File: config.mk
export PLATFORM = sky130hd
export DESIGN_NAME = pixel_frame_ctrl
export DESIGN_NICKNAME = d
export VERILOG_FILES = /design/src/rtl/pixel_pkg.sv /design/src/rtl/pixel_latch_timer.sv /design/src/rtl/pixel_frame_ctrl.sv
export SDC_FILE = /design/constraint.sdc
export NUM_CORES = 1
export LEC_CHECK = 0
export BUFFER_PORTS_ARGS = -buffer_cell sky130_fd_sc_hd__buf_2
export CORE_UTILIZATION = 61
export DETAILED_ROUTE_END_ITERATION = 8
export GPL_TIMING_DRIVEN = 0
export PLACE_DENSITY = 0.81
export SYNTH_ARGS = -nofsm -noshare
export SYNTH_HDL_FRONTEND = slang
export SYNTH_HIERARCHICAL = 1
export SYNTH_SLANG_ARGS = --single-unit
File: constraint.sdc
create_clock -name clk -period 3 [get_ports clk]
set_clock_uncertainty 0.15 [all_clocks]
set_input_delay 0.15 -clock clk [delete_from_list [all_inputs] [get_ports clk]]
set_output_delay 0.15 -clock clk [all_outputs]
set_load 0.03 [all_outputs]
File: src/rtl/pixel_pkg.sv
// Shared types and helpers for the NeoPixel frame sequencer.
// Holds the FSM state encoding and the RGB-to-GRB wire-order reorder.
package pixel_pkg;

    localparam int BITS_PER_PIXEL = 24;

    typedef enum logic [2:0] {
        S_IDLE    = 3'd0,
        S_SYNC    = 3'd1,
        S_LOAD    = 3'd2,
        S_SEND    = 3'd3,
        S_WAIT_HI = 3'd4,
        S_WAIT_LO = 3'd5,
        S_LATCH   = 3'd6
    } state_t;

    // The strip expects green first, then red, then blue.
    function automatic logic [23:0] rgb_to_grb(input logic [23:0] rgb);
        return {rgb[15:8], rgb[23:16], rgb[7:0]};
    endfunction

endpackage

File: src/rtl/pixel_latch_timer.sv
// Loadable down-counter with terminal-count flag; serves both the latch gap
// and the mid-frame stall detector.
module pixel_latch_timer #(
    parameter int WIDTH = 32
) (
    input  logic             clk,
    input  logic             rst_n,
    input  logic             i_load,
    input  logic [WIDTH-1:0] i_load_val,
    input  logic             i_en,
    output logic             o_tc
);

    logic [WIDTH-1:0] r_count;

    always_ff @(posedge clk or negedge rst_n) begin
        if (!rst_n) begin
            r_count <= '0;
        end else if (i_load) begin
            r_count <= i_load_val;
        end else if (i_en && (r_count != '0)) begin
            r_count <= r_count - 1'b1;
        end
    end

    assign o_tc = (r_count == '0);

endmodule

File: src/rtl/pixel_frame_ctrl.sv
// Frame sequencer: pulls NUM_PIXELS RGB words, feeds them bit by bit in GRB
// order to the pixel bit writer, then holds a latch gap before frame_done.
module pixel_frame_ctrl
    import pixel_pkg::*;
#(
    parameter int CLK_HZ     = 12_000_000,
    parameter int NUM_PIXELS = 8,
    parameter int LATCH_US   = 80
) (
    input  logic        clk,
    input  logic        rst_n,
    input  logic        start,
    input  logic [23:0] pix_data,
    input  logic        pix_valid,
    output logic        pix_ready,
    output logic        bit_value,
    output logic        bit_valid,
    input  logic        bit_busy,
    output logic        frame_busy,
    output logic        frame_done,
    output logic        underrun
);

    localparam int          LATCH_CYCLES = CLK_HZ / 1_000_000 * LATCH_US;
    localparam int          STALL_CYCLES = LATCH_CYCLES / 2;
    localparam logic [31:0] LATCH_LOAD   = 32'(LATCH_CYCLES);
    // Loaded one short so the flag is seen on the STALL_CYCLES-th stalled cycle.
    localparam logic [31:0] STALL_LOAD   = (STALL_CYCLES > 0) ? 32'(STALL_CYCLES - 1) : 32'd0;
    localparam logic [15:0] LAST_PIX     = 16'(NUM_PIXELS - 1);
    localparam logic [4:0]  LAST_BIT     = 5'(BITS_PER_PIXEL - 1);

    state_t      r_state;
    state_t      w_state_next;
    logic [23:0] r_sreg;
    logic [4:0]  r_bit_cnt;
    logic [15:0] r_pix_cnt;
    logic        r_bit_hold;
    logic        r_underrun;

    logic        w_tmr_load;
    logic [31:0] w_tmr_load_val;
    logic        w_tmr_en;
    logic        w_tmr_tc;
    logic        w_stalled;

    pixel_latch_timer #(
        .WIDTH(32)
    ) u_timer (
        .clk       (clk),
        .rst_n     (rst_n),
        .i_load    (w_tmr_load),
        .i_load_val(w_tmr_load_val),
        .i_en      (w_tmr_en),
        .o_tc      (w_tmr_tc)
    );

    // Stalls only matter once the frame is under way (second pixel onward).
    assign w_stalled = (r_state == S_LOAD) && !pix_valid && (r_pix_cnt != 16'd0);

    always_ff @(posedge clk or negedge rst_n) begin
        if (!rst_n) begin
            r_state <= S_IDLE;
        end else begin
            r_state <= w_state_next;
        end
    end

    always_comb begin
        w_state_next   = r_state;
        w_tmr_load     = 1'b0;
        w_tmr_load_val = LATCH_LOAD;
        w_tmr_en       = 1'b0;
        pix_ready      = 1'b0;
        bit_valid      = 1'b0;
        bit_value      = r_bit_hold;
        frame_busy     = (r_state != S_IDLE);
        frame_done     = 1'b0;
        underrun       = r_underrun;

        case (r_state)
            S_IDLE: begin
                if (start) begin
                    w_state_next = S_SYNC;
                end
            end
            S_SYNC: begin
                if (!bit_busy) begin
                    w_state_next   = S_LOAD;
                    w_tmr_load     = 1'b1;
                    w_tmr_load_val = STALL_LOAD;
                end
            end
            S_LOAD: begin
                pix_ready = 1'b1;
                w_tmr_en  = w_stalled;
                if (pix_valid) begin
                    w_state_next = S_SEND;
                end
            end
            S_SEND: begin
                bit_valid    = 1'b1;
                bit_value    = r_sreg[23];
                w_state_next = S_WAIT_HI;
            end
            S_WAIT_HI: begin
                if (bit_busy) begin
                    w_state_next = S_WAIT_LO;
                end
            end
            S_WAIT_LO: begin
                if (!bit_busy) begin
                    if (r_bit_cnt != 5'd0) begin
                        w_state_next = S_SEND;
                    end else if (r_pix_cnt != LAST_PIX) begin
                        w_state_next   = S_LOAD;
                        w_tmr_load     = 1'b1;
                        w_tmr_load_val = STALL_LOAD;
                    end else begin
                        w_state_next   = S_LATCH;
                        w_tmr_load     = 1'b1;
                        w_tmr_load_val = LATCH_LOAD;
                    end
                end
            end
            S_LATCH: begin
                w_tmr_en = 1'b1;
                if (w_tmr_tc) begin
                    frame_done   = 1'b1;
                    w_state_next = S_IDLE;
                end
            end
            default: begin
                w_state_next = S_IDLE;
            end
        endcase
    end

    always_ff @(posedge clk or negedge rst_n) begin
        if (!rst_n) begin
            r_sreg     <= '0;
            r_bit_cnt  <= '0;
            r_pix_cnt  <= '0;
            r_bit_hold <= 1'b0;
            r_underrun <= 1'b0;
        end else begin
            case (r_state)
                S_IDLE: begin
                    if (start) begin
                        r_underrun <= 1'b0;
                        r_pix_cnt  <= 16'd0;
                    end
                end
                S_LOAD: begin
                    if (pix_valid) begin
                        r_sreg    <= rgb_to_grb(pix_data);
                        r_bit_cnt <= LAST_BIT;
                    end else if (w_stalled && w_tmr_tc) begin
                        r_underrun <= 1'b1;
                    end
                end
                S_SEND: begin
                    r_bit_hold <= r_sreg[23];
                end
                S_WAIT_LO: begin
                    if (!bit_busy) begin
                        if (r_bit_cnt != 5'd0) begin
                            r_sreg    <= {r_sreg[22:0], 1'b0};
                            r_bit_cnt <= r_bit_cnt - 5'd1;
                        end else if (r_pix_cnt != LAST_PIX) begin
                            r_pix_cnt <= r_pix_cnt + 16'd1;
                        end
                    end
                end
                default: begin
                end
            endcase
        end
    end

endmodule

==> qor.yml <==
grt-ovfl-total: 0
cp_max_fo: 10
syn_area_sq_um: 4746
port_buffers: 33
cp-start-kind: "register"
via_count: 4513
fp.dieH_microns: 90.21
wl_per_cell_microns: 17.12
clkTransAtPathRegs_ns: 0.10
grt_max_degree: 48
synth_top_area_share_pct: 43.24
cts_tree: "yes"
synthArstFlopShare_pct: 100.0
setup_viol: 0
die_area_sq_um: 8137
place_hpwl_mm: 8.098
hp-class: "input pin to register"
firstDrtPassIters: 5
postLayoutCellArea_sq_um: 5672
syn_area_per_cell_sq_um: 9.074
gp_congestion: 0.8764
status: "completed"
end_kind: "register"
core_area_sq_um: 7370
cts_buffers: 9
fin_crit_ns: 2.878
use_met2_pct: 55.41
cts_sinks: 82
post-synth-top-area-cell: "dfrtp_1"
dpl_worst_slack_ns: -0.3447
setup_ws_ns: 0.1224
netlist_instances: 523
layout-drive-gt1-share_pct: 13.45
hold_violations: 0
grt_pass1_vias: 4288
boundaryPins: 35
clockRootBuffer: "clkbuf_8"
wirelength_mm: 12.26
utilization_pct: 76.96
top_usage_layer: "met2"
grt_first_pass_wirelength_mm: 20.61
start_util_pct: 64.40
clk_path_buf_depth: 2
slowest_delay_ns: 0.46
grt.total_usage_pct: 31.81
postCtsSetupBuffers: 0
h-tree-depth: 3
rsz0062_at_grt: "false"
crit_path_cell_trace: "nor4_2 -> nand4_1 -> nor3b_1 -> nor2_1 -> o21a_2 -> inv_1 -> a31o_4 -> buf_6 -> buf_8 -> nor3_2 -> a221o_1"
postRouteAntennaNets: 0
fp.dieW_microns: 90.21
slowest_stage: "dfrtp_1"
ys_warn_count: 6
hold_path_depth: 3
p_leak_nw: 2.471
synth_seq_area_share_pct: 43.24
route.detailed.drc: 0
power_density_nw_per_um2: 797.2
use_met3_pct: 4.484
rows: 31
diodes: 0
fin_crit_sh_pct: 95.92
ir_worst_vdd_v: 0.0004583
crit_arrival_ns: 2.98
drv_cap: 0
synth.area.top_cells: "dfrtp_1, mux2i_1, o21ai_0, nand2_1, nor2_1"
syn_to_final_growth_pct: 19.51
worst_slew_pin_slew_ns: 0.7153
clk_latency_ns: 0.37
reg2reg_depth: 11
fin_nets: 645
slew_violations: 0
fmax_mhz: 347.5
synth_edf_count: 0
critPathKind: "register to register"
via_per_inst: 6.303
grt_antenna_before_repair: 0
relSlewSlack_pct: 52.31
drtIter0Drc: 309
cp.required_ns: 3.10
use_met1_pct: 39.20
synth-main-ff-cell: "dfrtp_1"
ys_types: 72
ys_ff_latch: 82
place_area_sq_um: 5155
[power by group]
group / total [mW] / leakage (nW) / internal [mW] / switching (mW)
Clock: 0.938 / 0.117 / 0.485 / 0.453
Sequential: 1.91 / 1.03 / 1.51 / 0.396
Combinational: 1.68 / 1.33 / 0.656 / 1.02
[final cells by class]
class / instances / area [sq um]
fillers: 519 / 1698
clock buffers: 9 / 123.9
inverters: 15 / 61.31
flip-flops and latches: 82 / 2052
repair buffers: 59 / 445.4
clock inverters: 7 / 106.4
well taps: 99 / 123.9
plain buffers: 27 / 140.1
multi-input cells: 418 / 2619
[kinds of logic after synthesis]
| logic type | count (synthesis) | synth area share (%) |
|---|---|---|
| simple gates | 209 | 24.26 |
| compound gates | 142 | 19.27 |
| flops | 82 | 43.24 |
| buf+inv | 47 | 4.455 |
| other cells | 2 | 0.1582 |
| mux | 27 | 5.721 |
| fa+ha+maj | 4 | 1.055 |
| xor+xnor | 10 | 1.846 |
[through the flow]
stage          setup TNS, ns  hold WS (ns)  power, mW  cells
3_5_place_dp          -2.591      0.001388      3.470    680
5_1_grt                    0        0.1121      4.785    716
3_3_place_gp          -2.025        0.2449      3.376    679
4_1_cts                    0      0.007294      4.449    718
6_report                   0       0.03819      4.522    716
2_1_floorplan              0       -0.2956      3.005    547
[synth_stat cells, types with 4 or more instances]
master,number
or3_1,9
o21ai_1,10
o41ai_1,11
nor2_1,35
nor3_1,18
o31ai_1,4
o211ai_1,5
clkbuf_1,26
dfrtp_1,82
or4b_1,5
or4_1,8
ha_1,4
nand4_1,14
and3_1,4
nor4_1,5
nand3_1,16
mux2i_1,26
a21oi_1,14
xnor2_1,8
a31oi_1,20
o21ai_0,50
nor2b_1,5
nand2_1,63
inv_1,14
[sequential cells by signal (all words and copies together), names as in the netlist]
name	count
r_bit_cnt	5
u_timer/r_count	32
r_sreg	24
underrun	1
r_pix_cnt	16
r_bit_hold	1
r_state	3
[worst paths after layout]
kind                          startpoint             endpoint  slack (ns)
min reg2reg                   r_sreg[11]           r_sreg[11]        0.35
min in group asynchronous          rst_n         r_pix_cnt[9]        0.13
max in group asynchronous          rst_n  u_timer/r_count[31]        1.98
max                        r_pix_cnt[10]   u_timer/r_count[6]        0.12
max reg2reg                r_pix_cnt[10]   u_timer/r_count[6]        0.12
min                         pix_data[12]           r_sreg[20]        0.04
[layout by cell type, fill, tap and decap left out, types with 5 or more instances in the layout]
cell,count
o211ai_1,5
nor3_1,18
mux2i_1,26
or3_1,9
or4b_1,5
conb_1,26
clkbuf_1,18
nand2_1,63
o41ai_1,11
nand4_1,14
o21ai_0,50
inv_1,13
a21oi_1,14
a31oi_1,20
clkbuf_8,9
buf_2,33
xnor2_1,8
nand3_1,16
nor2_1,35
dlygate4sd3_1,25
dfrtp_1,82
o21ai_1,10
or4_1,8
[metal layers]
layer,share of wire (%),wire length [microns]
met5,0,0
met4,2.8,348
met3,5.7,693
met1,41,5064
met2,50,6152
[worst max-delay path: cells and delay by family (launching register included)]
kind | cells | cell delay [ns]
AOI/OAI and AO/OA | 3 | 0.72
buffers and inverters | 3 | 0.55
and+or+nand+nor | 5 | 0.87
DFF | 1 | 0.46
[timing repair]
item | 4_1_cts | 5_1_grt
hold endpoints to repair | 58 | 1
resized for setup | 8 | 7
hold buffers | 24 | 1
cloned | 0 | 0
endpoints found under the setup margin | 12 | 27
Power figures use the tool's default switching activity.
